**src/rtl/downtimer_pkg.sv**
```systemverilog
// Shared definitions for the reloadable down-timer: FSM encoding and status byte layout.
package downtimer_pkg;

    typedef enum logic [1:0] {
        ST_IDLE = 2'd0,
        ST_RUN  = 2'd1,
        ST_DONE = 2'd2
    } state_e;

    localparam int STAT_BUSY = 0;
    localparam int STAT_DONE = 1;
    localparam int STAT_TC   = 2;
    localparam int STAT_MODE = 3;

    localparam int PSEL_W = 3;

endpackage

```
**src/rtl/downtimer_core.sv**
```systemverilog
// Down-counting timer core: FSM, counter, power-of-two prescaler and reload register.
//   state | meaning
//   IDLE  | not counting; cnt holds whatever it had when stopped
//   RUN   | counting down one step per prescaler tick
//   DONE  | one-shot expired (or zero start); cnt held at 0
module downtimer_core
    import downtimer_pkg::*;
#(
    parameter int WIDTH = 8,
    parameter int PSW   = 7
) (
    input  logic              clk,
    input  logic              rst_n,
    input  logic              start_edge,
    input  logic              load,
    input  logic              stop,
    input  logic              mode,
    input  logic [PSEL_W-1:0] psel,
    input  logic [WIDTH-1:0]  din,
    output logic [WIDTH-1:0]  cnt,
    output state_e            state,
    output logic              tc,
    output logic              mode_l
);

    localparam logic [WIDTH-1:0] CNT_ONE = WIDTH'(1);

    state_e              state_q, state_d;
    logic [WIDTH-1:0]    cnt_q, cnt_d;
    logic [WIDTH-1:0]    reload_q, reload_d;
    logic [PSW-1:0]      pre_q, pre_d;
    logic [PSEL_W-1:0]   psel_q, psel_d;
    logic                mode_q, mode_d;
    logic                tc_q, tc_d;
    logic [WIDTH-1:0]    eff_val;
    logic [PSW-1:0]      pre_mask;
    logic                tick;

    // A load in the start cycle bypasses the reload register.
    assign eff_val  = load ? din : reload_q;
    assign pre_mask = ~({PSW{1'b1}} << psel_q);
    assign tick     = (pre_q == pre_mask);

    always_comb begin
        state_d  = state_q;
        cnt_d    = cnt_q;
        reload_d = load ? din : reload_q;
        pre_d    = pre_q;
        psel_d   = psel_q;
        mode_d   = mode_q;
        tc_d     = 1'b0;
        if (start_edge && !stop) begin
            mode_d = mode;
            psel_d = psel;
            pre_d  = '0;
            if (eff_val == '0) begin
                state_d = ST_DONE;
                cnt_d   = '0;
                tc_d    = 1'b1;
            end else begin
                state_d = ST_RUN;
                cnt_d   = eff_val;
            end
        end else if (state_q == ST_RUN) begin
            if (stop) begin
                state_d = ST_IDLE;
            end else if (tick) begin
                pre_d = '0;
                if (cnt_q > CNT_ONE) begin
                    cnt_d = cnt_q - CNT_ONE;
                end else begin
                    tc_d = 1'b1;
                    if (mode_q) begin
                        cnt_d = reload_q;
                    end else begin
                        cnt_d   = '0;
                        state_d = ST_DONE;
                    end
                end
            end else begin
                pre_d = pre_q + PSW'(1);
            end
        end
    end

    always_ff @(posedge clk or negedge rst_n) begin
        if (!rst_n) begin
            state_q  <= ST_IDLE;
            cnt_q    <= '0;
            reload_q <= '0;
            pre_q    <= '0;
            psel_q   <= '0;
            mode_q   <= 1'b0;
            tc_q     <= 1'b0;
        end else begin
            state_q  <= state_d;
            cnt_q    <= cnt_d;
            reload_q <= reload_d;
            pre_q    <= pre_d;
            psel_q   <= psel_d;
            mode_q   <= mode_d;
            tc_q     <= tc_d;
        end
    end

    assign cnt    = cnt_q;
    assign state  = state_q;
    assign tc     = tc_q;
    assign mode_l = mode_q;

endmodule

```
**src/rtl/tt_um_downtimer8_reload.sv**
```systemverilog
// TinyTapeout wrapper for the 8-bit reloadable down-timer: pin mapping, start-edge detect, output mux.
module tt_um_downtimer8_reload
    import downtimer_pkg::*;
(
    input  logic [7:0] ui_in,
    output logic [7:0] uo_out,
    input  logic [7:0] uio_in,
    output logic [7:0] uio_out,
    output logic [7:0] uio_oe,
    input  logic       ena,
    input  logic       clk,
    input  logic       rst_n
);

    logic       start_q, start_d;
    logic       start_edge;
    logic [7:0] cnt;
    state_e     state;
    logic       tc;
    logic       mode_l;
    logic [7:0] status;
    logic       unused_ena;

    assign start_d    = ui_in[0];
    assign start_edge = ui_in[0] & ~start_q;

    always_ff @(posedge clk or negedge rst_n) begin
        if (!rst_n) begin
            start_q <= 1'b0;
        end else begin
            start_q <= start_d;
        end
    end

    downtimer_core #(
        .WIDTH (8),
        .PSW   (7)
    ) u_core (
        .clk        (clk),
        .rst_n      (rst_n),
        .start_edge (start_edge),
        .load       (ui_in[1]),
        .stop       (ui_in[3]),
        .mode       (ui_in[4]),
        .psel       (ui_in[7:5]),
        .din        (uio_in),
        .cnt        (cnt),
        .state      (state),
        .tc         (tc),
        .mode_l     (mode_l)
    );

    always_comb begin
        status            = '0;
        status[STAT_BUSY] = (state == ST_RUN);
        status[STAT_DONE] = (state == ST_DONE);
        status[STAT_TC]   = tc;
        status[STAT_MODE] = mode_l;
    end

    assign uo_out     = ui_in[2] ? cnt : status;
    assign uio_out    = 8'h00;
    assign uio_oe     = 8'h00;
    assign unused_ena = ena;

endmodule

```
**config.mk**
```make
export PLATFORM = sky130hd
export DESIGN_NAME = tt_um_downtimer8_reload
export DESIGN_NICKNAME = d
export VERILOG_FILES = /design/src/rtl/downtimer_pkg.sv /design/src/rtl/downtimer_core.sv /design/src/rtl/tt_um_downtimer8_reload.sv
export SDC_FILE = /design/constraint.sdc
export NUM_CORES = 1
export LEC_CHECK = 0
export CAP_MARGIN = 0
export CORE_MARGIN = 3
export CORE_UTILIZATION = 51
export CTS_BUF_LIST = sky130_fd_sc_hd__clkbuf_8 sky130_fd_sc_hd__clkbuf_16
export DETAILED_ROUTE_END_ITERATION = 10
export GPL_ROUTABILITY_DRIVEN = 0
export GPL_TIMING_DRIVEN = 0
export PLACE_DENSITY = 0.8
export SETUP_SLACK_MARGIN = 0.4
export SYNTH_ARGS = -nofsm -noshare
export SYNTH_HDL_FRONTEND = slang
export SYNTH_SLANG_ARGS = --single-unit
```
**constraint.sdc**
```tcl
create_clock -name clk -period 2.7 [get_ports clk]
set_input_delay 0.54 -clock clk [delete_from_list [all_inputs] [get_ports clk]]
set_output_delay 0.54 -clock clk [all_outputs]
set_load 0.02 [all_outputs]
```
# [Word level (Yosys, flattened, before mapping)]
# Cells that the tools add are included.
# Widths: inputs -> output; s select.
[word_totals] reg_bits=31 input_bits=19 out_inout_bits=24 elab_cells=56
[classes] add_sub_neg=2 order_cmp=1 eq_ne=6 n_shift=1 n_mux=26 n_bitwise=3 n_reduce_logical=9
[op_table] op="$mux 8" n=9
[op_table] op="$mux 7" n=4
[op_table] op="$mux 2" n=7
[op_table] op="$gt 8x1->1 const B" n=1
[op_table] op="$logic_not 8->1" n=1
[op_table] op="$sub 8x1->8 const B" n=1
[op_table] op="$add 7x1->7 const B" n=1
[op_table] op="$eq 7x7->1" n=1
[op_table] op="$not 7->7" n=1
[op_table] op="$shl 7x3->7 const A" n=1
[op_table] op="$mux 1" n=6
[op_table] op="$reduce_and 4->1" n=1
[op_table] op="$reduce_bool 2->1" n=2
[op_table] op="$ne 3x2->1 const B" n=1
[op_table] op="$ne 3x3->1 const B" n=1
[op_table] op="$reduce_and 3->1" n=1
[op_table] op="$reduce_bool 3->1" n=1
[op_table] op="$eq 2x1->1 const B" n=1
[op_table] op="$eq 2x2->1 const B" n=1
[op_table] op="$ne 2x1->1 const B" n=1
[op_table] op="$reduce_and 2->1" n=1
[op_table] op="$and 1x1->1" n=1
[op_table] op="$logic_and 1x1->1" n=1
[op_table] op="$logic_not 1->1" n=1
[op_table] op="$not 1->1" n=1

# [Longest topological paths before layout]
# Gate-level depths: netlist of the first run.
[depth] depth_word=7 ltp_mapped=8 depth_no_buf=8

# [Cells and area by module]
# From an unflattened synthesis of the first run, not the netlist that was laid out.
[unflattened] cells_unflattened=235 area_unflattened_um2=2083.2
[modules_own_cells] module="downtimer_core" instances=1 cells_each=204 area_each_um2=1828.0
[modules_own_cells] module="tt_um_downtimer8_reload" instances=1 cells_each=31 area_each_um2=255.2

# [Worst setup path before layout of the first run]
# Ideal clock, no wire load.
[synth_timing] path_type="input -> register" start="input uio_in[0]" end="register u_core.state_q[0], in the netlist u_core.state[0]" t_arrival_ns=1.901 required_time_ns=2.574 setup_slack_ns=0.672 stages=5 path_cell_list="or4b_2 -> o22ai_1 -> nor2b_1 -> nor2_1 -> a311o_1"
[synth_via] elab_chain_cells=4
[synth_rtl] item="start, declared" line="tt_um_downtimer8_reload.sv:7" source="input logic [7:0] uio_in,"
[synth_rtl] item="$mux 8"
[synth_rtl] item="$logic_not 8->1" line="downtimer_core.sv:56" source="if (eff_val == '0) begin"
[synth_rtl] item="$mux 2" line="downtimer_core.sv:56"
[synth_rtl] item="$mux 2" line="downtimer_core.sv:52" source="if (start_edge && !stop) begin"
[synth_rtl] item="end signal, assigned" line="downtimer_core.sv:96" source="state_q <= state_d;"
[synth_rtl] item="end, declared" line="downtimer_core.sv:28" source="state_e state_q, state_d;"
# No other way between the ends.
# A chain may end at the register's enable or synchronous reset.

# [Worst setup path in the final report of the first run]
[layout_timing] start="register u_core.state_q[1], in the netlist u_core.state[1]" end="output uo_out[0]"
[layout_via] elab_chain_cells=2
[layout_rtl] item="$eq 2x1->1" line="tt_um_downtimer8_reload.sv:55" source="status[STAT_BUSY] = (state == ST_RUN);"
[layout_rtl] item="$mux 8" line="tt_um_downtimer8_reload.sv:61" source="assign uo_out = ui_in[2] ? cnt : status;"
[layout_rtl] item="end, declared" line="tt_um_downtimer8_reload.sv:6" source="output logic [7:0] uo_out,"
# No other way between the ends.

==> metrics.md, run 1 <==
| Metric | Value |
|---|---|
| Status | completed |
| Area of the die | 0.00490 sq mm |
| Critical path required time | 2160 ps |
| Clk_lat worst skew | 280 ps |
| Placed cell count | 327 |
| Boundary Pins | 43 |
| Max stage delay on crit path | 650 ps |
| Largest net degree at the start of global routing | 32 |
| Number of vias per cell | 5.53 |
| CP cell instances | inv_1 > nand2_1 > o21ai_0 > clkdlybuf4s50_1 |
| Pre-CTS setup slack | -5.11 ps |
| Buf+Inv Stages, Crit Path | 2 |
| Core Footprint | 0.00380 sq mm |
| Cts hold-fix bufs | 0 |
| Post-synth EDFFs | 0 |
| Final worst slack | 458 ps |
| Yosys synthesis warning count | 0 |
| Power Internal | 1.25 mW |
| CTS tree | built |
| DP Wirelength | 3430 microns |
| Flop pwr share | 33.0% |
| Rows | 22 |
| Worst setup path class | flop to output port |
| Relative slew slack | 54.0% |
| Vias in the first global route | 1,735 |
| Crit path DAT | 1700 ps |
| Gate Count Post-Synth | 240 |
| Global-route usage over all layers | 20.6% |
| Synth top area cells | dfrtp_1, buf_4, nand2_1 |
| Port bufs | 24 |
| WL final | 4770 microns |
| Initial antenna violation count | 0 |
| DR vias | 1,847 |
| Post-Syn Area | 0.00209 sq mm |
| Setup TNS | 0 ps |
| Reg area | 776 sq um |
| Crit path max-delay family | buffers and inverters |
| Final hold vios | 0 |
| Startpoint Class | flop |
| Fin crit period | 2240 ps |
| Chip height | 70.0 microns |
| Yosys cell types | 51 |
| Drt first pass iters | 6 |
| Grt ovf | 0 |
| CTS buffer count | 5 |
| Clk slew on worst S/H paths | 60 ps |
| Top-area cell type share of the netlist area | 37.1% |
| Wire per inst | 14.3 microns |
| Clk_skew | 3.61 ps |
| Psw | 0.923 mW |
| Max Fclk | 446 MHz |
| Top cells by count, synth | dfrtp_1, nand2_1, o21ai_0 |
| Switch share | 42.4% |
| Worst slew pin tran | 690 ps |
| Main synth FF type | dfrtp_1 |
| Sequential share of the synthesized area | 37.1% |
| Residual DRC | 0 |
| Initial DRC count | 175 |
| Finish-stage setup viols | 0 |
| Antenna viol nets, final | 0 |
| Power, Total | 2.18 mW |
| First-pass GRT wire length | 8120 microns |
| Final #Nets | 309 |
| Yosys reg bits | 31 |
| CTS Buffer Depth | 2 |
| Crit path max-delay cell type | clkdlybuf4s50_1 |
| Clk root buf | clkbuf_8 |
| Worst-case vdd ir drop | 0.000596 V |
| Largest fanout on the critical path | 4 |
| Max Slew Vio Count | 0 |
| Share of cells above drive strength 1 | 19.9% |
| Filler cells | 327 |
| Multi-input logic area | 0.00118 sq mm |
| CP Capture Type | output port |
| Die width | 70.0 microns |
| MaxCap Viol Count | 0 |
| RSZ-0062 raised after global routing | yes |
| Part of the cycle the worst path needs | 83.0% |
| CTS sink cnt | 31 |
| Worst R2R Setup Slack | 620 ps |
| Power density cells | 854 mW/mm^2 |
| ANT cells | 0 |
| Leading area contributor after synthesis | dfrtp_1 |
| Area delta synth->final | 22.0% |
| Post-Layout Cell Count | 334 |
| Most common cell in the netlist | dfrtp_1 |
| H-Tree Depth | 2 |
| Post-layout util | 67.1% |
| Syn avg cell area | 8.71 sq um |
| Clock network power share | 15.0% |
| Worst Hold Class | primary input to async pin |
| Initial Util | 55.0% |
| Async SR Flop Fraction | 100% |
| LEAKAGE | 1.15 nW |
| Combinational fraction of design power | 52.0% |
cell type report:
type | instances | area share [%]
plain buffers | 29 | 7.70
clock buffers | 5 | 2.70
clock inverters | 1 | 0.147
inverters | 7 | 1.03
multi-input cells | 188 | 46.1
flip-flops and latches | 31 | 30.4
well taps | 48 | 2.36
repair buffers | 25 | 9.52
final timing paths:
path / cells after the start / endpoint / from
hold reg to reg: 2 / u_core.tc$_DFF_PN0_ / start_q$_DFF_PN0_
max in group asynchronous: 1 / u_core.cnt[6]$_DFFE_PN0P_ / rst_n
min in group clk: 2 / u_core.tc$_DFF_PN0_ / start_q$_DFF_PN0_
hold / removal: 1 / u_core.reload_q[1]$_DFF_PN0_ / rst_n
setup / recovery: 4 / uo_out[0] / u_core.state[1]$_DFFE_PN0P_
setup reg to reg: 8 / u_core.cnt[1]$_DFFE_PN0P_ / u_core.psel_q[1]$_DFFE_PN0N_
state kept, by name, indices dropped and copies added (netlist names):
register / flops
u_core.cnt: 8
u_core.tc: 1
u_core.reload_q: 8
u_core.pre_q: 7
u_core.psel_q: 3
start_q: 1
u_core.mode_l: 1
u_core.state: 2
logic make-up (layout without fill, tap and decap cells):
group	after synthesis	in the layout	share of synthesized area [%]
simple gates	93	93	23.8
compound gates	57	57	17.5
buf+inv	36	67	10.3
flops	31	31	37.1
mux	12	12	6.29
xor+xnor	7	7	2.93
fa+ha+maj	3	3	1.80
other cells	1	16	0.179
power by group through the flow:
stage	Clock, mW	Combinational [mW]	Sequential [mW]
global route	0.353	1.27	0.740
CTS	0.332	1.12	0.714
detailed placement	0	1.11	0.722
floorplan	0	0.879	0.685
finish	0.326	1.13	0.719
global placement	0	1.08	0.716
per-stage QoR:
stage               area [sq um]  hold slack (ps)
global placement            2450              534
finish                      2550              294
CTS                         2520              320
global route                2550              347
detailed placement          2440              543
floorplan                   2150              244
per-layer routing:
layer,GRT usage [%],wire [microns]
met5,0,0
met4,6.81,84
met3,4.03,318
met2,31.7,2160
met1,29.0,2210
cell usage in the layout (no fill, tap or decap), types with 6 or more instances in the layout:
cell type,netlist,layout
nor2_1,13,13
nand3_1,10,10
buf_2,4,6
inv_1,7,8
o21ai_0,18,18
a21oi_1,14,13
nand2_1,30,30
mux2_2,9,9
and2_1,6,6
buf_4,16,17
clkdlybuf4s50_1,0,23
dfrtp_1,31,31
conb_1,1,16
timing repair:
action,4_1_cts,5_1_grt
pin swaps,0,2
setup endpoints to repair,7,9
resized for setup,4,12
hold endpoints to repair,0,0
buffers inserted,0,1
No activity file was read; power rests on OpenSTA's default activity.
==> run 2: changes to the inputs <==
--- a/config.mk
+++ b/config.mk
@@ -7,12 +7,12 @@
 export LEC_CHECK = 0
 export CAP_MARGIN = 0
 export CORE_MARGIN = 3
-export CORE_UTILIZATION = 51
+export CORE_UTILIZATION = 46
 export CTS_BUF_LIST = sky130_fd_sc_hd__clkbuf_8 sky130_fd_sc_hd__clkbuf_16
 export DETAILED_ROUTE_END_ITERATION = 10
 export GPL_ROUTABILITY_DRIVEN = 0
 export GPL_TIMING_DRIVEN = 0
-export PLACE_DENSITY = 0.8
+export PLACE_DENSITY = 0.76
 export SETUP_SLACK_MARGIN = 0.4
 export SYNTH_ARGS = -nofsm -noshare
 export SYNTH_HDL_FRONTEND = slang
==> constraint.sdc (replaced) <==
create_clock -name clk -period 1.9 [get_ports clk]
set_input_delay 0.38 -clock clk [delete_from_list [all_inputs] [get_ports clk]]
set_output_delay 0.38 -clock clk [all_outputs]
set_load 0.02 [all_outputs]
==> metrics.md, run 2 (same netlist as run 1, synthesis figures left out) <==
| Metric | Value |
|---|---|
| Finish-stage setup viols | 16 (+16) |
| Final Cell Area | 0.00298 sq mm (+17%) |
| Die width | 73.4 microns (+4.8%) |
| Part of the cycle the worst path needs | 106% |
| Final #Nets | 329 (+6.5%) |
| H-Tree Depth | 2 (unchanged) |
| Post-Layout Cell Count | 358 (+7.2%) |
| Failing checks | negative setup slack |
| Multi-input logic area | 0.00138 sq mm (+17%) |
| Largest fanout on the critical path | 6 (+2) |
| Placed cell count | 329 (+0.61%) |
| WL final | 6120 microns (+28%) |
| Area delta synth->final | 42.5% |
| Residual DRC | 0 (unchanged) |
| Worst slew pin tran | 702 ps (+11.6 ps) |
| Worst R2R Start | u_core.psel_q[0]$_DFFE_PN0N_ |
| Boundary Pins | 43 (unchanged) |
| Worst setup path class | flop to flop |
| Final hold vios | 0 (unchanged) |
| Clk slew on worst S/H paths | 70 ps (about the same) |
| Chip height | 73.4 microns (+4.8%) |
| Clk_skew | 10.1 ps (+6.46 ps) |
| First-pass GRT wire length | 9030 microns (+11%) |
| LEAKAGE | 1.36 nW (+18%) |
| Vias in the first global route | 1,909 (+10%) |
| Grt ovf | 0 (unchanged) |
| Antenna viol nets, final | 0 (unchanged) |
| CP Capture Type | flop |
| Power density cells | 1330 mW/mm^2 (+56%) |
| Final worst slack | -113 ps (-571 ps) |
| Placed cell areas | 0.00246 sq mm (+0.82%) |
| Crit path max-delay family | simple AND/OR/NAND/NOR gates |
| Rows | 23 (+4.5%) |
| Worst Hold Class | primary input to async pin |
| Global-route usage over all layers | 21.9% (+1.3 points) |
| Drt first pass iters | 4 (-2) |
| Relative slew slack | 53.2% (-0.77 points) |
| Max Fclk | 497 MHz |
| Core Footprint | 0.00420 sq mm (+11%) |
| Buf+Inv Stages, Crit Path | 2 (unchanged) |
| Initial Util | 49.7% (-5.3 points) |
| Crit path DAT | 2230 ps (+530 ps) |
| Commonest non-fill, non-tap cell in the layout | buf_4 |
| Port bufs | 24 (unchanged) |
| Number of vias per cell | 5.82 (+5.2%) |
| Initial antenna violation count | 0 (unchanged) |
| DP Wirelength | 3630 microns (+5.8%) |
| Pre-CTS setup slack | -699 ps (-694 ps) |
| RSZ-0062 raised after global routing | yes |
| Critical path required time | 2110 ps (-50 ps) |
| CTS sink cnt | 31 (unchanged) |
| MaxCap Viol Count | 0 (unchanged) |
| WHS | 129 ps (-165 ps) |
| Status | complete, but fails checks |
| Clk_lat worst skew | 290 ps (about the same) |
| Reg area | 781 sq um (+0.65%) |
| Clk root buf | clkbuf_8 |
| Filler cells | 301 (-8.0%) |
| Startpoint Class | flop |
| Crit path max-delay cell type | dfrtp_2 |
| CTS buffer count | 5 (unchanged) |
| Fin crit period | 2010 ps |
| CP startpoint | u_core.psel_q[0]$_DFFE_PN0N_ |
| Initial DRC count | 199 (+14%) |
| Most frequent cells in the layout | buf_4, dfrtp_1, nand2_1 |
| CTS Buffer Depth | 2 (unchanged) |
| CTS tree | built |
| ANT cells | 0 (unchanged) |
| Share of cells above drive strength 1 | 39.6% (+20 points) |
| Max Slew Vio Count | 0 (unchanged) |
| Largest net degree at the start of global routing | 32 (unchanged) |
| DR vias | 2,082 (+13%) |
| Max stage delay on crit path | 460 ps (-190 ps) |
| Area of the die | 0.00539 sq mm (+9.9%) |
| Worst-case vdd ir drop | 0.000829 V (+39%) |
| Wire per inst | 17.1 microns (+20%) |
| CP cell instances | or3_4 > nand4_1 > nand3_4 > buf_4 > buf_6 > a21oi_4 > nand2_2 > o2bb2ai_1 |
run 2: cell types whose count changed in the layout (fill, tap and decap cells not counted), moves of 5 or more:
| cell | before | now |
|---|---|---|
| o21ai_1 | 3 | 8 |
| o21ai_2 | 0 | 5 |
| o21ai_0 | 18 | 7 |
| buf_4 | 17 | 33 |
| clkdlybuf4s50_1 | 23 | 11 |
| buf_6 | 2 | 17 |
run 2: layout make-up:
type | instances | share of cell area [%]
Timing Repair Buffer | 45 | 13.4
Clock buffer | 5 | 2.31
Multi-Input combinational cell | 188 | 46.4
Clock inverter | 3 | 0.420
Inverter | 7 | 0.882
Buffer | 29 | 8.24
Sequential cell | 31 | 26.2
Tap cell | 50 | 2.10
run 2: per-stage QoR:
step / power, mW / util, % / setup TNS [ps]
finish: 3.96 / 70.9 / -1150
global route: 4.22 / 70.9 / -2180
CTS: 3.51 / 65.5 / -644
detailed placement: 2.63 / 58.6 / -8770
global placement: 2.59 / 58.7 / -12060
floorplan: 2.25 / - / -15.0
run 2: path summary, 6_finish.rpt:
path	slack, ps	cells past startpoint	end
min in group clk	440	1	start_q$_DFF_PN0_
hold reg to reg	550	2	u_core.tc$_DFF_PN0_
setup / recovery	-110	8	u_core.pre_q[2]$_DFFE_PN0P_
setup reg to reg	-110	8	u_core.pre_q[2]$_DFFE_PN0P_
max in group asynchronous	1260	1	u_core.cnt[0]$_DFFE_PN0P_
hold / removal	130	1	u_core.reload_q[2]$_DFF_PN0_
run 2: worst register-to-register path: stages (launching register included):
cell       delay (ps)
dfrtp_2           460
or3_4             400
nand4_1           150
nand3_4           120
buf_4             170
buf_6             110
a21oi_4           210
nand2_2           130
o2bb2ai_1         190
run 2: repair_timing:
item,in CTS,in global routing
setup buffers,12,8
gates cloned,1,0
hold buffers,0,0
setup endpoints to repair,36,30
pin swaps,9,12
resized for setup,85,44
run 2: where the power goes:
group	internal, mW	switching (mW)
combinational	1.18	1.23
sequential	0.833	0.210
clock	0.246	0.259
run 2: layer usage:
| layer | wire (microns) | part of all wire, % | global-route usage, % |
|---|---|---|---|
| met5 | 0 | 0 | 0 |
| met4 | 203 | 3.3 | 7.65 |
| met3 | 430 | 7.0 | 4.38 |
| met2 | 2960 | 48 | 35.7 |
| met1 | 2530 | 41 | 29.0 |
==> run 3: changes to the inputs <==
--- a/config.mk
+++ b/config.mk
@@ -12,7 +12,7 @@
 export DETAILED_ROUTE_END_ITERATION = 10
 export GPL_ROUTABILITY_DRIVEN = 0
 export GPL_TIMING_DRIVEN = 0
-export PLACE_DENSITY = 0.76
+export PLACE_DENSITY = 0.8
 export SETUP_SLACK_MARGIN = 0.4
 export SYNTH_ARGS = -nofsm -noshare
 export SYNTH_HDL_FRONTEND = slang
==> metrics.md, run 3 (same netlist as run 1, synthesis figures left out) <==
| Metric | Value |
|---|---|
| Core Footprint | 0.00420 sq mm (unchanged) |
| Filler cells | 313 (+4.0%) |
| Clk root buf | clkbuf_8 |
| Critical path required time | 2090 ps (-20 ps) |
| CTS sink cnt | 31 (unchanged) |
| Vias in the first global route | 1,909 (unchanged) |
| Crit path max-delay cell type | dfrtp_2 |
| Max stage delay on crit path | 450 ps (about the same) |
| Final #Nets | 336 (+2.1%) |
| Initial antenna violation count | 0 (unchanged) |
| Initial Util | 49.7% (unchanged) |
| Clk slew on worst S/H paths | 60 ps (about the same) |
| Setup TNS | -1220 ps (-72.6 ps) |
| Part of the cycle the worst path needs | 107% (+1.1 points) |
| Most frequent cells in the layout | buf_4, nand2_1, dfrtp_1 |
| Port bufs | 24 (unchanged) |
| Rows | 23 (unchanged) |
| WHS | 391 ps (+261 ps) |
| Global-route usage over all layers | 22.1% (+0.16 points) |
| Startpoint Class | flop |
| LEAKAGE | 1.39 nW (+2.2%) |
| Combinational fraction of design power | 60.8% (about the same) |
| CP cell instances | or3_4 > or3_4 > nand3_4 > o2111ai_4 > buf_6 > o31ai_2 |
| MaxCap Viol Count | 0 (unchanged) |
| Worst setup path class | flop to flop |
| H-Tree Depth | 2 (unchanged) |
| Wire per inst | 16.9 microns (-1.3%) |
| Switch share | 42.1% (-0.75 points) |
| Power density cells | 1290 mW/mm^2 (-2.9%) |
| Largest net degree at the start of global routing | 18 (-44%) |
| Clock network power share | 12.3% (-0.5 points) |
| CTS Buffer Depth | 2 (unchanged) |
| Fin crit period | 2030 ps (+21.7 ps) |
| Crit path DAT | 2230 ps (about the same) |
| CTS tree | built |
| Drt first pass iters | 5 (+1) |
| Number of vias per cell | 5.75 (-1.2%) |
| Worst slew pin tran | 753 ps (+50.7 ps) |
| Die width | 73.4 microns (unchanged) |
| Failing checks | negative setup slack |
| Grt ovf | 0 (unchanged) |
| Area of the die | 0.00539 sq mm (unchanged) |
| ANT cells | 0 (unchanged) |
| Clk_lat worst skew | 290 ps (about the same) |
| RSZ-0062 raised after global routing | yes |
| Worst Hold Class | primary input to flop |
| Relative slew slack | 49.7% (-3.5 points) |
| WL final | 6130 microns (+0.11%) |
| DP Wirelength | 3670 microns (+1.0%) |
| Residual DRC | 0 (unchanged) |
| Clk_skew | 8.79 ps (-1.28 ps) |
| Max Slew Vio Count | 0 (unchanged) |
| Boundary Pins | 43 (unchanged) |
| Commonest non-fill, non-tap cell in the layout | buf_4 |
| Antenna viol nets, final | 0 (unchanged) |
| Psw | 1.63 mW (-4.1%) |
| Status | complete, but fails checks |
| DR vias | 2,086 (+0.19%) |
| Final hold vios | 0 (unchanged) |
| Post-layout util | 71.3% (+0.39 points) |
| CP dominant cell by count | or3_4 |
| CTS buffer count | 5 (unchanged) |
| Share of cells above drive strength 1 | 37.4% (-2.2 points) |
| Largest fanout on the critical path | 6 (unchanged) |
| Initial DRC count | 259 (+30%) |
| Max Fclk | 492 MHz (-1.1%) |
| First-pass GRT wire length | 8960 microns (-0.76%) |
| Finish-stage setup viols | 15 (-1) |
| Worst-case vdd ir drop | 0.000897 V (+8.2%) |
| Chip height | 73.4 microns (unchanged) |
| Final worst slack | -134 ps (-21.7 ps) |
| Power Internal | 2.24 mW (-1.1%) |
| CP Capture Type | flop |
| Area delta synth->final | 43.3% |
| Cts hold-fix bufs | 0 (unchanged) |
| Flop pwr share | 26.9% (+0.6 points) |
| Worst R2R Setup Slack | -130 ps (-20 ps) |
==> run 3: through the flow <==
stage,setup WS [ps],total power [mW],std cells,instance area [sq um]
after floorplan,-15.0,2.25,255,2160
after global placement,-573,2.58,329,2470
after detailed placement,-587,2.63,330,2490
after CTS,-93.8,3.32,352,2800
after global routing,-230,4.07,363,2990
final,-134,3.86,363,2990
==> run 3: cell type report <==
type | count | area, sq um | share of cell area, %
Multi-Input combinational cell | 188 | 1300 | 43.4
Sequential cell | 31 | 778 | 26.0
Timing Repair Buffer | 52 | 485 | 16.2
Buffer | 29 | 270 | 9.03
Clock buffer | 5 | 68.8 | 2.30
Tap cell | 50 | 62.6 | 2.09
Inverter | 7 | 26.3 | 0.878
Clock inverter | 1 | 3.75 | 0.125
==> run 3: critical path, delay by kind of cell, from the launching register on <==
kind	cells	cell delay, ps
and+or+nand+nor	3	870
DFF	1	450
AOI/OAI and AO/OA	2	410
buffers and inverters	1	220
==> run 3: power by group through the flow <==
stage / Clock (mW) / Combinational, mW / Sequential [mW]
floorplan: 0 / 1.27 / 0.974
global placement: 0 / 1.57 / 1.02
detailed placement: 0 / 1.61 / 1.03
CTS: 0.468 / 1.84 / 1.01
global route: 0.509 / 2.50 / 1.06
finish: 0.473 / 2.35 / 1.04
==> run 3: metal layers <==
layer	GRT usage (%)	wire, microns	vias to the layer above
met4	9.05	127	0
met5	0	0	-
met3	6.29	511	16
li1	-	-	977
met1	28.2	2560	982
met2	35.1	2930	111
==> run 3: final timing paths <==
kind	startpoint	to	cells after the start
min in group asynchronous	rst_n	u_core.state[1]$_DFFE_PN0P_	1
max in group asynchronous	rst_n	u_core.psel_q[0]$_DFFE_PN0N_	2
worst max register to register	u_core.psel_q[0]$_DFFE_PN0N_	u_core.cnt[1]$_DFFE_PN0P_	6
worst min-delay path	ui_in[0]	start_q$_DFF_PN0_	1
worst min register to register	u_core.cnt[5]$_DFFE_PN0P_	u_core.cnt[5]$_DFFE_PN0P_	2
worst max-delay path	u_core.psel_q[0]$_DFFE_PN0N_	u_core.cnt[1]$_DFFE_PN0P_	6
==> run 3: what timing repair did <==
item	CTS	global route
pin swaps	11	9
setup buffers	14	11
resized for setup	78	44
gates cloned	2	0
endpoints found under the setup margin	38	30
